--- src/rtl/edulent_mem_responder_if.sv ---
// Bundle between the edulent core/program loader and the memory responder.
// The master side is the core plus loader; the slave side is the responder.
interface edulent_mem_responder_if #(
  parameter int unsigned ADDR_W = 8,
  parameter int unsigned DATA_W = 8
);
  // Core data-memory bus
  logic [ADDR_W-1:0] i_mem_addr;
  logic              i_mem_write_enable;
  logic [DATA_W-1:0] i_mem_data_write;
  logic [DATA_W-1:0] o_mem_data_read;

  // Program loader byte stream
  logic              i_load_start;
  logic              i_load_valid;
  logic [DATA_W-1:0] i_load_data;
  logic              i_load_last;
  logic              o_load_ready;

  // Core control and status
  logic              o_core_rstn;
  logic              o_busy;
  logic              o_wr_fault;
  logic [ADDR_W:0]   o_load_count;

  modport master (
    output i_mem_addr, i_mem_write_enable, i_mem_data_write,
    output i_load_start, i_load_valid, i_load_data, i_load_last,
    input  o_mem_data_read, o_load_ready, o_core_rstn, o_busy,
    input  o_wr_fault, o_load_count
  );

  modport slave (
    input  i_mem_addr, i_mem_write_enable, i_mem_data_write,
    input  i_load_start, i_load_valid, i_load_data, i_load_last,
    output o_mem_data_read, o_load_ready, o_core_rstn, o_busy,
    output o_wr_fault, o_load_count
  );
endinterface

--- src/rtl/edulent_mem_responder.sv ---
// Unified program/data RAM for the edulent core with a byte-stream program
// loader. The loader holds the core in reset, copies the program from
// address 0, zero-fills the remainder, then releases the core. While the
// core runs, addresses below RO_LIMIT reject core writes and pulse a fault.
module edulent_mem_responder #(
  parameter int unsigned       ADDR_W   = 8,
  parameter int unsigned       DATA_W   = 8,
  parameter logic [ADDR_W-1:0] RO_LIMIT = {ADDR_W{1'b0}}
) (
  input logic                    i_clk,
  input logic                    i_rst,
  edulent_mem_responder_if.slave bus
);

  localparam int unsigned       DEPTH    = 1 << ADDR_W;
  localparam logic [ADDR_W-1:0] PTR_ZERO = {ADDR_W{1'b0}};
  localparam logic [ADDR_W-1:0] PTR_ONE  = {{(ADDR_W-1){1'b0}}, 1'b1};
  localparam logic [ADDR_W-1:0] PTR_MAX  = {ADDR_W{1'b1}};
  localparam logic [ADDR_W:0]   CNT_ZERO = {(ADDR_W+1){1'b0}};
  localparam logic [ADDR_W:0]   CNT_ONE  = {{ADDR_W{1'b0}}, 1'b1};
  localparam logic [DATA_W-1:0] DAT_ZERO = {DATA_W{1'b0}};

  typedef enum logic [2:0] {
    ST_IDLE    = 3'd0,
    ST_LOAD    = 3'd1,
    ST_CLEAR   = 3'd2,
    ST_RELEASE = 3'd3,
    ST_RUN     = 3'd4
  } state_e;

  state_e            state_r;
  logic [ADDR_W-1:0] load_ptr_r;
  logic [ADDR_W-1:0] clr_ptr_r;
  logic [ADDR_W:0]   load_count_r;
  logic              load_ready_r;
  logic              core_rstn_r;
  logic              busy_r;
  logic              wr_fault_r;

  logic [DATA_W-1:0] mem_r [0:DEPTH-1];

  logic              ro_hit_s;
  logic              load_accept_s;
  logic              core_blocked_s;
  logic              mem_we_s;
  logic [ADDR_W-1:0] mem_waddr_s;
  logic [DATA_W-1:0] mem_wdata_s;

  // With RO_LIMIT of zero there is no protected region, so avoid a
  // compare that would be constant.
  generate
    if (RO_LIMIT == PTR_ZERO) begin : g_no_protect
      assign ro_hit_s = 1'b0;
    end else begin : g_protect
      assign ro_hit_s = (bus.i_mem_addr < RO_LIMIT);
    end
  endgenerate

  assign load_accept_s  = (state_r == ST_LOAD) && bus.i_load_valid && load_ready_r;
  assign core_blocked_s = (state_r == ST_RUN) && bus.i_mem_write_enable && ro_hit_s;

  // Select the single RAM write port source: loader byte, clear, or core write.
  always_comb begin
    mem_we_s    = 1'b0;
    mem_waddr_s = bus.i_mem_addr;
    mem_wdata_s = bus.i_mem_data_write;
    case (state_r)
      ST_LOAD: begin
        if (load_accept_s) begin
          mem_we_s    = 1'b1;
          mem_waddr_s = load_ptr_r;
          mem_wdata_s = bus.i_load_data;
        end else begin
          mem_we_s    = 1'b0;
        end
      end
      ST_CLEAR: begin
        mem_we_s    = 1'b1;
        mem_waddr_s = clr_ptr_r;
        mem_wdata_s = DAT_ZERO;
      end
      ST_RUN: begin
        if (bus.i_mem_write_enable && !ro_hit_s) begin
          mem_we_s = 1'b1;
        end else begin
          mem_we_s = 1'b0;
        end
      end
      default: begin
        mem_we_s = 1'b0;
      end
    endcase
  end

  // RAM array; contents deliberately survive reset, so only writes are gated.
  always_ff @(posedge i_clk) begin
    if (mem_we_s && !i_rst) begin
      mem_r[mem_waddr_s] <= mem_wdata_s;
    end
  end

  // Sequencer: loader handshake, clear sweep, core release and status flags.
  always_ff @(posedge i_clk) begin
    if (i_rst) begin
      state_r      <= ST_IDLE;
      load_ptr_r   <= PTR_ZERO;
      clr_ptr_r    <= PTR_ZERO;
      load_count_r <= CNT_ZERO;
      load_ready_r <= 1'b0;
      core_rstn_r  <= 1'b0;
      busy_r       <= 1'b0;
      wr_fault_r   <= 1'b0;
    end else begin
      wr_fault_r <= 1'b0;
      case (state_r)
        ST_IDLE: begin
          if (bus.i_load_start) begin
            state_r      <= ST_LOAD;
            load_ptr_r   <= PTR_ZERO;
            load_count_r <= CNT_ZERO;
            load_ready_r <= 1'b1;
            busy_r       <= 1'b1;
          end
        end
        ST_LOAD: begin
          if (load_accept_s) begin
            load_ptr_r   <= load_ptr_r + PTR_ONE;
            load_count_r <= load_count_r + CNT_ONE;
            if (load_ptr_r == PTR_MAX) begin
              // RAM is full: nothing left to clear.
              state_r      <= ST_RELEASE;
              load_ready_r <= 1'b0;
            end else if (bus.i_load_last) begin
              state_r      <= ST_CLEAR;
              clr_ptr_r    <= load_ptr_r + PTR_ONE;
              load_ready_r <= 1'b0;
            end
          end
        end
        ST_CLEAR: begin
          clr_ptr_r <= clr_ptr_r + PTR_ONE;
          if (clr_ptr_r == PTR_MAX) begin
            state_r <= ST_RELEASE;
          end
        end
        ST_RELEASE: begin
          state_r     <= ST_RUN;
          core_rstn_r <= 1'b1;
          busy_r      <= 1'b0;
        end
        ST_RUN: begin
          if (core_blocked_s) begin
            wr_fault_r <= 1'b1;
          end
          if (bus.i_load_start) begin
            // A coincident core write is still committed by the RAM port.
            state_r      <= ST_LOAD;
            load_ptr_r   <= PTR_ZERO;
            load_count_r <= CNT_ZERO;
            load_ready_r <= 1'b1;
            busy_r       <= 1'b1;
            core_rstn_r  <= 1'b0;
          end
        end
        default: begin
          // Unreachable encoding: park safely with the core held in reset.
          state_r      <= ST_IDLE;
          load_ready_r <= 1'b0;
          core_rstn_r  <= 1'b0;
          busy_r       <= 1'b0;
        end
      endcase
    end
  end

  assign bus.o_mem_data_read = (state_r == ST_RUN) ? mem_r[bus.i_mem_addr] : DAT_ZERO;
  assign bus.o_load_ready    = load_ready_r;
  assign bus.o_core_rstn     = core_rstn_r;
  assign bus.o_busy          = busy_r;
  assign bus.o_wr_fault      = wr_fault_r;
  assign bus.o_load_count    = load_count_r;

endmodule
--- src/flat_wrapper.sv ---
// flat-port wrapper written by rule: the top's interface ports become plain ports
module edulent_mem_responder_flat 
#(
  parameter int unsigned       ADDR_W   = 8,
  parameter int unsigned       DATA_W   = 8,
  parameter logic [ADDR_W-1:0] RO_LIMIT = {ADDR_W{1'b0}}
)
  (i_clk, i_rst, bus_i_mem_addr, bus_i_mem_write_enable, bus_i_mem_data_write, bus_i_load_start, bus_i_load_valid, bus_i_load_data, bus_i_load_last, bus_o_mem_data_read, bus_o_load_ready, bus_o_core_rstn, bus_o_busy, bus_o_wr_fault, bus_o_load_count);
  edulent_mem_responder_if #(.ADDR_W(ADDR_W), .DATA_W(DATA_W)) bus_i ();
  input logic i_clk;
  input logic i_rst;
  input wire logic [$bits(bus_i.i_mem_addr)-1:0] bus_i_mem_addr;
  input wire logic [$bits(bus_i.i_mem_write_enable)-1:0] bus_i_mem_write_enable;
  input wire logic [$bits(bus_i.i_mem_data_write)-1:0] bus_i_mem_data_write;
  input wire logic [$bits(bus_i.i_load_start)-1:0] bus_i_load_start;
  input wire logic [$bits(bus_i.i_load_valid)-1:0] bus_i_load_valid;
  input wire logic [$bits(bus_i.i_load_data)-1:0] bus_i_load_data;
  input wire logic [$bits(bus_i.i_load_last)-1:0] bus_i_load_last;
  output wire logic [$bits(bus_i.o_mem_data_read)-1:0] bus_o_mem_data_read;
  output wire logic [$bits(bus_i.o_load_ready)-1:0] bus_o_load_ready;
  output wire logic [$bits(bus_i.o_core_rstn)-1:0] bus_o_core_rstn;
  output wire logic [$bits(bus_i.o_busy)-1:0] bus_o_busy;
  output wire logic [$bits(bus_i.o_wr_fault)-1:0] bus_o_wr_fault;
  output wire logic [$bits(bus_i.o_load_count)-1:0] bus_o_load_count;
  assign bus_i.i_mem_addr = bus_i_mem_addr;
  assign bus_i.i_mem_write_enable = bus_i_mem_write_enable;
  assign bus_i.i_mem_data_write = bus_i_mem_data_write;
  assign bus_i.i_load_start = bus_i_load_start;
  assign bus_i.i_load_valid = bus_i_load_valid;
  assign bus_i.i_load_data = bus_i_load_data;
  assign bus_i.i_load_last = bus_i_load_last;
  assign bus_o_mem_data_read = bus_i.o_mem_data_read;
  assign bus_o_load_ready = bus_i.o_load_ready;
  assign bus_o_core_rstn = bus_i.o_core_rstn;
  assign bus_o_busy = bus_i.o_busy;
  assign bus_o_wr_fault = bus_i.o_wr_fault;
  assign bus_o_load_count = bus_i.o_load_count;
  edulent_mem_responder #(.ADDR_W(ADDR_W), .DATA_W(DATA_W), .RO_LIMIT(RO_LIMIT)) u_core (.i_clk(i_clk), .i_rst(i_rst), .bus(bus_i));
endmodule
--- config.mk ---
export PLATFORM = sky130hd
export DESIGN_NAME = edulent_mem_responder_flat
export DESIGN_NICKNAME = d
export VERILOG_FILES = /design/src/rtl/edulent_mem_responder_if.sv /design/src/rtl/edulent_mem_responder.sv /design/src/flat_wrapper.sv
export SDC_FILE = /design/constraint.sdc
export NUM_CORES = 2
export LEC_CHECK = 0
export ABC_AREA = 0
export CORE_AREA = 5 5 530 532
export CTS_BUF_LIST = sky130_fd_sc_hd__clkbuf_8
export CTS_CLUSTER_SIZE = 24
export DETAILED_ROUTE_END_ITERATION = 10
export DIE_AREA = 0 0 535 537
export SLEW_MARGIN = 30
export SYNTH_ARGS = -nofsm -noshare
export SYNTH_HDL_FRONTEND = slang
export SYNTH_SLANG_ARGS = --single-unit
--- constraint.sdc ---
create_clock -name i_clk -period 6.45 [get_ports i_clk]
set_input_delay 0.9675 -clock i_clk [delete_from_list [all_inputs] [get_ports i_clk]]
set_output_delay 0.9675 -clock i_clk [all_outputs]
set_load 0.05 [all_outputs]
Yosys cells after proc, flatten, opt, wreduce, memory -nomap -nowiden:

Memory sizes are Yosys's and may differ from the RTL's.
Cells that the tools add are included.

* register bits after elaboration: 31
* latch bits: 0
* RAM bits: 2048
* ROM bits: 0
* input bits: 30
* output and inout bits: 21
* logic and storage cells: 78
* memories: 1

Memory list
* u_core.mem_r: depth 256, bits a word 8, rd ports 1, clocked after memory_dff 0, wr ports 1, line edulent_mem_responder.sv:40 `logic [DATA_W-1:0] mem_r [0:DEPTH-1];`

* add/sub/neg operators: 3
* multiply operators: 0
* div/mod/pow operators: 0
* $lt $le $gt $ge: 0
* equality and inequality tests: 13
* shifts and indexed selects: 0
* multiplexer cells: 34
* bitwise gates (word level): 3
* reduce and logical (&&, ||, !) cells: 17

Operators with widths (number)
* two-way mux 8 bit: 8
* one-hot mux 8 bit (2 select lines): 4
* two-way mux 9 bit: 2
* one-hot mux 9 bit (2 select lines): 1
* adder 8 x 1 -> 8 bit (second input constant): 2
* equality test 8 bit (second input constant): 2
* two-way mux 3 bit: 5
* one-hot mux 3 bit (4 select lines): 1
* AND reduction 4 bit: 3
* adder 9 x 1 -> 9 bit (second input constant): 1
* two-way mux 1 bit: 9
* one-hot mux 1 bit (3 select lines): 3
* equality test 3 x 2 -> 1 bit (second input constant): 2
* inequality test 2 x 1 -> 1 bit (second input constant): 3
* inequality test 2 bit (second input constant): 3
* OR reduction 2 bit: 3
* AND reduction 2 bit: 2
* nonzero test 2 bit: 2
* equality test 3 x 1 -> 1 bit (second input constant): 1
* equality test 3 bit (second input constant): 1
* logical AND 1 bit: 3
* logical NOT 3 bit: 1
* inequality test 3 bit (second input constant): 1
* inverter 1 bit: 3
* other kinds (4): 4

Logic depth before layout (Yosys ltp):

* word-level depth: 8
* mapped depth: 13
* gate-level depth less buffers: 8

Worst setup path after synthesis:

Ideal clock, no wire load.

* kind: input to register
* start point: input port bus_i_load_valid
* end point: memory u_core.mem_r[0][2] (data pin)
* setup time: 865 ps
* arrival: 5282 ps
* data required time: 5585 ps
* path slack: 303 ps
* cell stages on the path: 5
* buffers on the path: 2
* cells stage by stage: nand4b_4 nor2_1 clkbuf_1 clkbuf_1 a22o_1

* cells in the longest elaborated chain, start to end: 4

Ends and longest elaborated chain
* from (decl): line flat_wrapper.sv:16 `input wire logic [$bits(bus_i.i_load_valid)-1:0] bus_i_load_valid;`
* logical AND 1 bit (2 in series): line edulent_mem_responder.sv:59 `assign load_accept_s = (state_r == ST_LOAD) && bus.i_load_valid && load_ready_r;`
* two-way mux 8 bit: line edulent_mem_responder.sv:69 `if (load_accept_s) begin`
* one-hot mux 8 bit (2 select lines): line edulent_mem_responder.sv:67 `case (state_r)`
* net u_core.mem_wdata_s[2]: line edulent_mem_responder.sv:47 `logic [DATA_W-1:0] mem_wdata_s;`
* to (decl): line edulent_mem_responder.sv:40

The timed path passes the listed nets, and every way through them passes these cells.

Worst setup path in the final report:

* start point: input port bus_i_mem_addr[1]
* end point: output port bus_o_mem_data_read[2]

* cells in the longest elaborated chain, start to end: 2

Ends and longest elaborated chain
* from (decl): line flat_wrapper.sv:12 `input wire logic [$bits(bus_i.i_mem_addr)-1:0] bus_i_mem_addr;`
* memory read (256 x 8 bit)
* two-way mux 8 bit: line edulent_mem_responder.sv:176 `assign bus.o_mem_data_read = (state_r == ST_RUN) ? mem_r[bus.i_mem_addr] : DAT_ZERO;`
* to (decl): line flat_wrapper.sv:19 `output wire logic [$bits(bus_i.o_mem_data_read)-1:0] bus_o_mem_data_read;`

No other way between the ends.

==> flow_summary.ini <==
[floorplanning]
ioPinCount = 51
fp.coreArea_um2 = 276000
die_w_um = 535
die_h_um = 537
rows = 193
start_util_pct = 29.8
dieArea_um2 = 287000

[timing]
period_minus_slack_ns = 5.74
slew_headroom_pct = 31.3
tns_ns = 0
finalSetupViolations = 0
worst_pin_slew_ns = 1.02
fin_crit_sh_pct = 89.1
fin_skew_ns = 0.0546
rsz0062_at_grt = no
report.final.slew_viol_count = 0
fmax_ghz = 0.174
hold_violations = 0
setup_ws_ns = 0.706

[yosys]
synth_fp_nets = 4120
syn_avg_cell_area_um2 = 20.1
synth_edf_count = 2048
synth_common_cells = 2048 x edfxtp_1, 416 x mux4_2, 335 x nor2_1
synthFlopType = edfxtp_1
ys_seq_elements = 2079
yosysMostFrequentCell = edfxtp_1
yosysUniqueCellTypes = 76
async_reset_ff_share_pct = 0
postSynthCellCount = 4087
synth.area.top_cells = edfxtp_1 75%, mux4_2 11%, mux2i_1 3.0%
synth_top_area_share_pct = 74.9
synth.cell_area_um2 = 82100
synth_top_area_cell = edfxtp_1
yosys_warnings = 0
ys_seq_area_share_pct = 75.7

[worst_setup_path]
critPathSlowestCell = o21ai_0
critical_path.endpoint_type = output pin
path_buf_inv = 5
critPathTopFamily = buffers and inverters
worstPathArrival_ns = 4.78
slowest_delay_ns = 0.72
cp_max_fo = 47
cp_cell_sequence = buf_8 -> buf_12 -> buf_4 -> nor2b_1 -> a221oi_1 -> o21ai_0 -> a21oi_1 -> o21ai_0 -> nand4_1 -> o41ai_2 -> buf_4 -> buf_12
crit_required_ns = 5.48
path_class = primary input to output pin
cp-start-kind = primary input

[power]
leakage_nw = 29.4
p_per_area_nw_per_um2 = 298
ir_drop_uv = 227

[clocking]
cts_setup_buffers = 0
cts_buffers = 334
clkSlewWorstSetupHoldPaths_ns = 0.06
cts.repair.resized = 0
clkLatencyLatePin_ns = 1.03
clock_path_buffers = 4
clock-sinks = 2079
cts_tree = built
cts-root-buf = clkbuf_8
hold_buffers = 0
htreeDepth = 5

[final_layout]
nets = 4472
postLayoutCellArea_um2 = 93700
post-route-util_pct = 34.0
syn2layout_area_growth_pct = 14.2
drive_gt1_share_pct = 22.9

[drt]
viasPerCell = 5.15
finalWirelength_mm = 224
wl_per_cell_um = 26.7
first_iter_violations = 5466
drc = 0
antenna_left = 0
vias = 43100
firstDrtPassIters = 5

[grt]
grt.overflow.total = 0
grt_pass1_vias = 42700
grt_pass1_wl_mm = 318
antenna_found_initial = 11
grt_max_degree = 165
grt_usage_pct = 15.2

[place]
port_buffers = 49
dpl_cell_area_um2 = 87900
gp_congestion = 0.858
dp_hpwl_mm = 137
pre_cts_ws_ns = 0.811

[status]
status = complete, no violations

[job]
drv_cap = 0

[min_path]
min_path_type = register to register
-- tightest hold or removal path, delay by kind of cell, from the launching register on --
kind / cells / cell delay (ns)
AOI/OAI and AO/OA: 2 / 0.12
DFF: 1 / 0.30
-- final cells by class --
type	instances	area, um^2
Tap cell	3705	4640
Fill cell	25900	182000
Clock inverter	206	1030
Inverter	8	35.0
Antenna cell	12	30.0
Clock buffer	344	4730
Multi-Input combinational cell	1762	18500
Timing Repair Buffer	254	2680
Sequential cell	2079	62100
-- cell families after synthesis --
group / after synthesis / share of synthesized area (%)
adders and majority gates: 3 / 0.0457
DFF: 2079 / 75.7
buffers and inverters: 246 / 2.03
other: 1 / 0.00457
xor gates and xnor gates: 11 / 0.117
AOI/OAI and AO/OA: 445 / 3.68
and+or+nand+nor: 614 / 3.33
muxes: 688 / 15.1
-- metrics by stage --
step | hold slack [ns] | total power, mW | cells
after floorplan | 0.473 | 17.1 | 4087
after global placement | 0.473 | 17.9 | 7807
after detailed placement | 0.472 | 18.0 | 7807
after CTS | 0.481 | 28.1 | 8357
after global routing | 0.536 | 28.8 | 8367
final | 0.480 | 27.9 | 8370
-- flip-flops by register name, summed over array words and instances (netlist names) --
name and cells:
u_core.clr_ptr_r 8, u_core.bus.o_busy 1, u_core.load_ptr_r 8, u_core.bus.o_load_ready 1, u_core.state_r 3, u_core.bus.o_core_rstn 1
u_core.bus.o_load_count 9, u_core.mem_r 2048
-- report_power, final --
part           total, mW  leakage [nW]  switching (mW)  internal, mW
logic               2.28          7.44            1.66         0.615
registers           15.4          18.7          0.0312          15.4
clock network       10.3          3.28            5.04          5.22
-- path summary, 6_finish.rpt --
kind | start | endpoint | slack, ns | cells past startpoint
min | u_core.bus.o_core_rstn$_SDFFE_PP0P_ | u_core.bus.o_core_rstn$_SDFFE_PP0P_ | 0.48 | 2
max reg2reg | u_core.state_r[0]$_SDFFE_PP0P_ | u_core.mem_r[29][6]$_DFFE_PP_ | 1.60 | 6
max | bus_i_mem_addr[1] | bus_o_mem_data_read[2] | 0.71 | 12
min reg2reg | u_core.bus.o_core_rstn$_SDFFE_PP0P_ | u_core.bus.o_core_rstn$_SDFFE_PP0P_ | 0.48 | 2
-- routing by layer --
metal | vias up | track usage, % | part of all wire [%]
li1 | 17700 | - | -
met1 | 22700 | 21.2 | 41
met2 | 2222 | 23.4 | 46
met3 | 440 | 3.47 | 9.2
met4 | 4 | 5.29 | 3.4
met5 | - | 0 | 0.013
-- cells in the final DEF, fill, tap and decap left out, types with 72 or more instances in the layout --
cell      instances
a21oi_1          94
clkbuf_8        344
mux2i_1         249
edfxtp_1       2048
buf_4           161
mux4_2          416
o221ai_1         72
inv_1            95
nand2_1         123
nor2_1          328
clkinv_1         85
o22ai_1          81
Power figures use the tool's default switching activity.
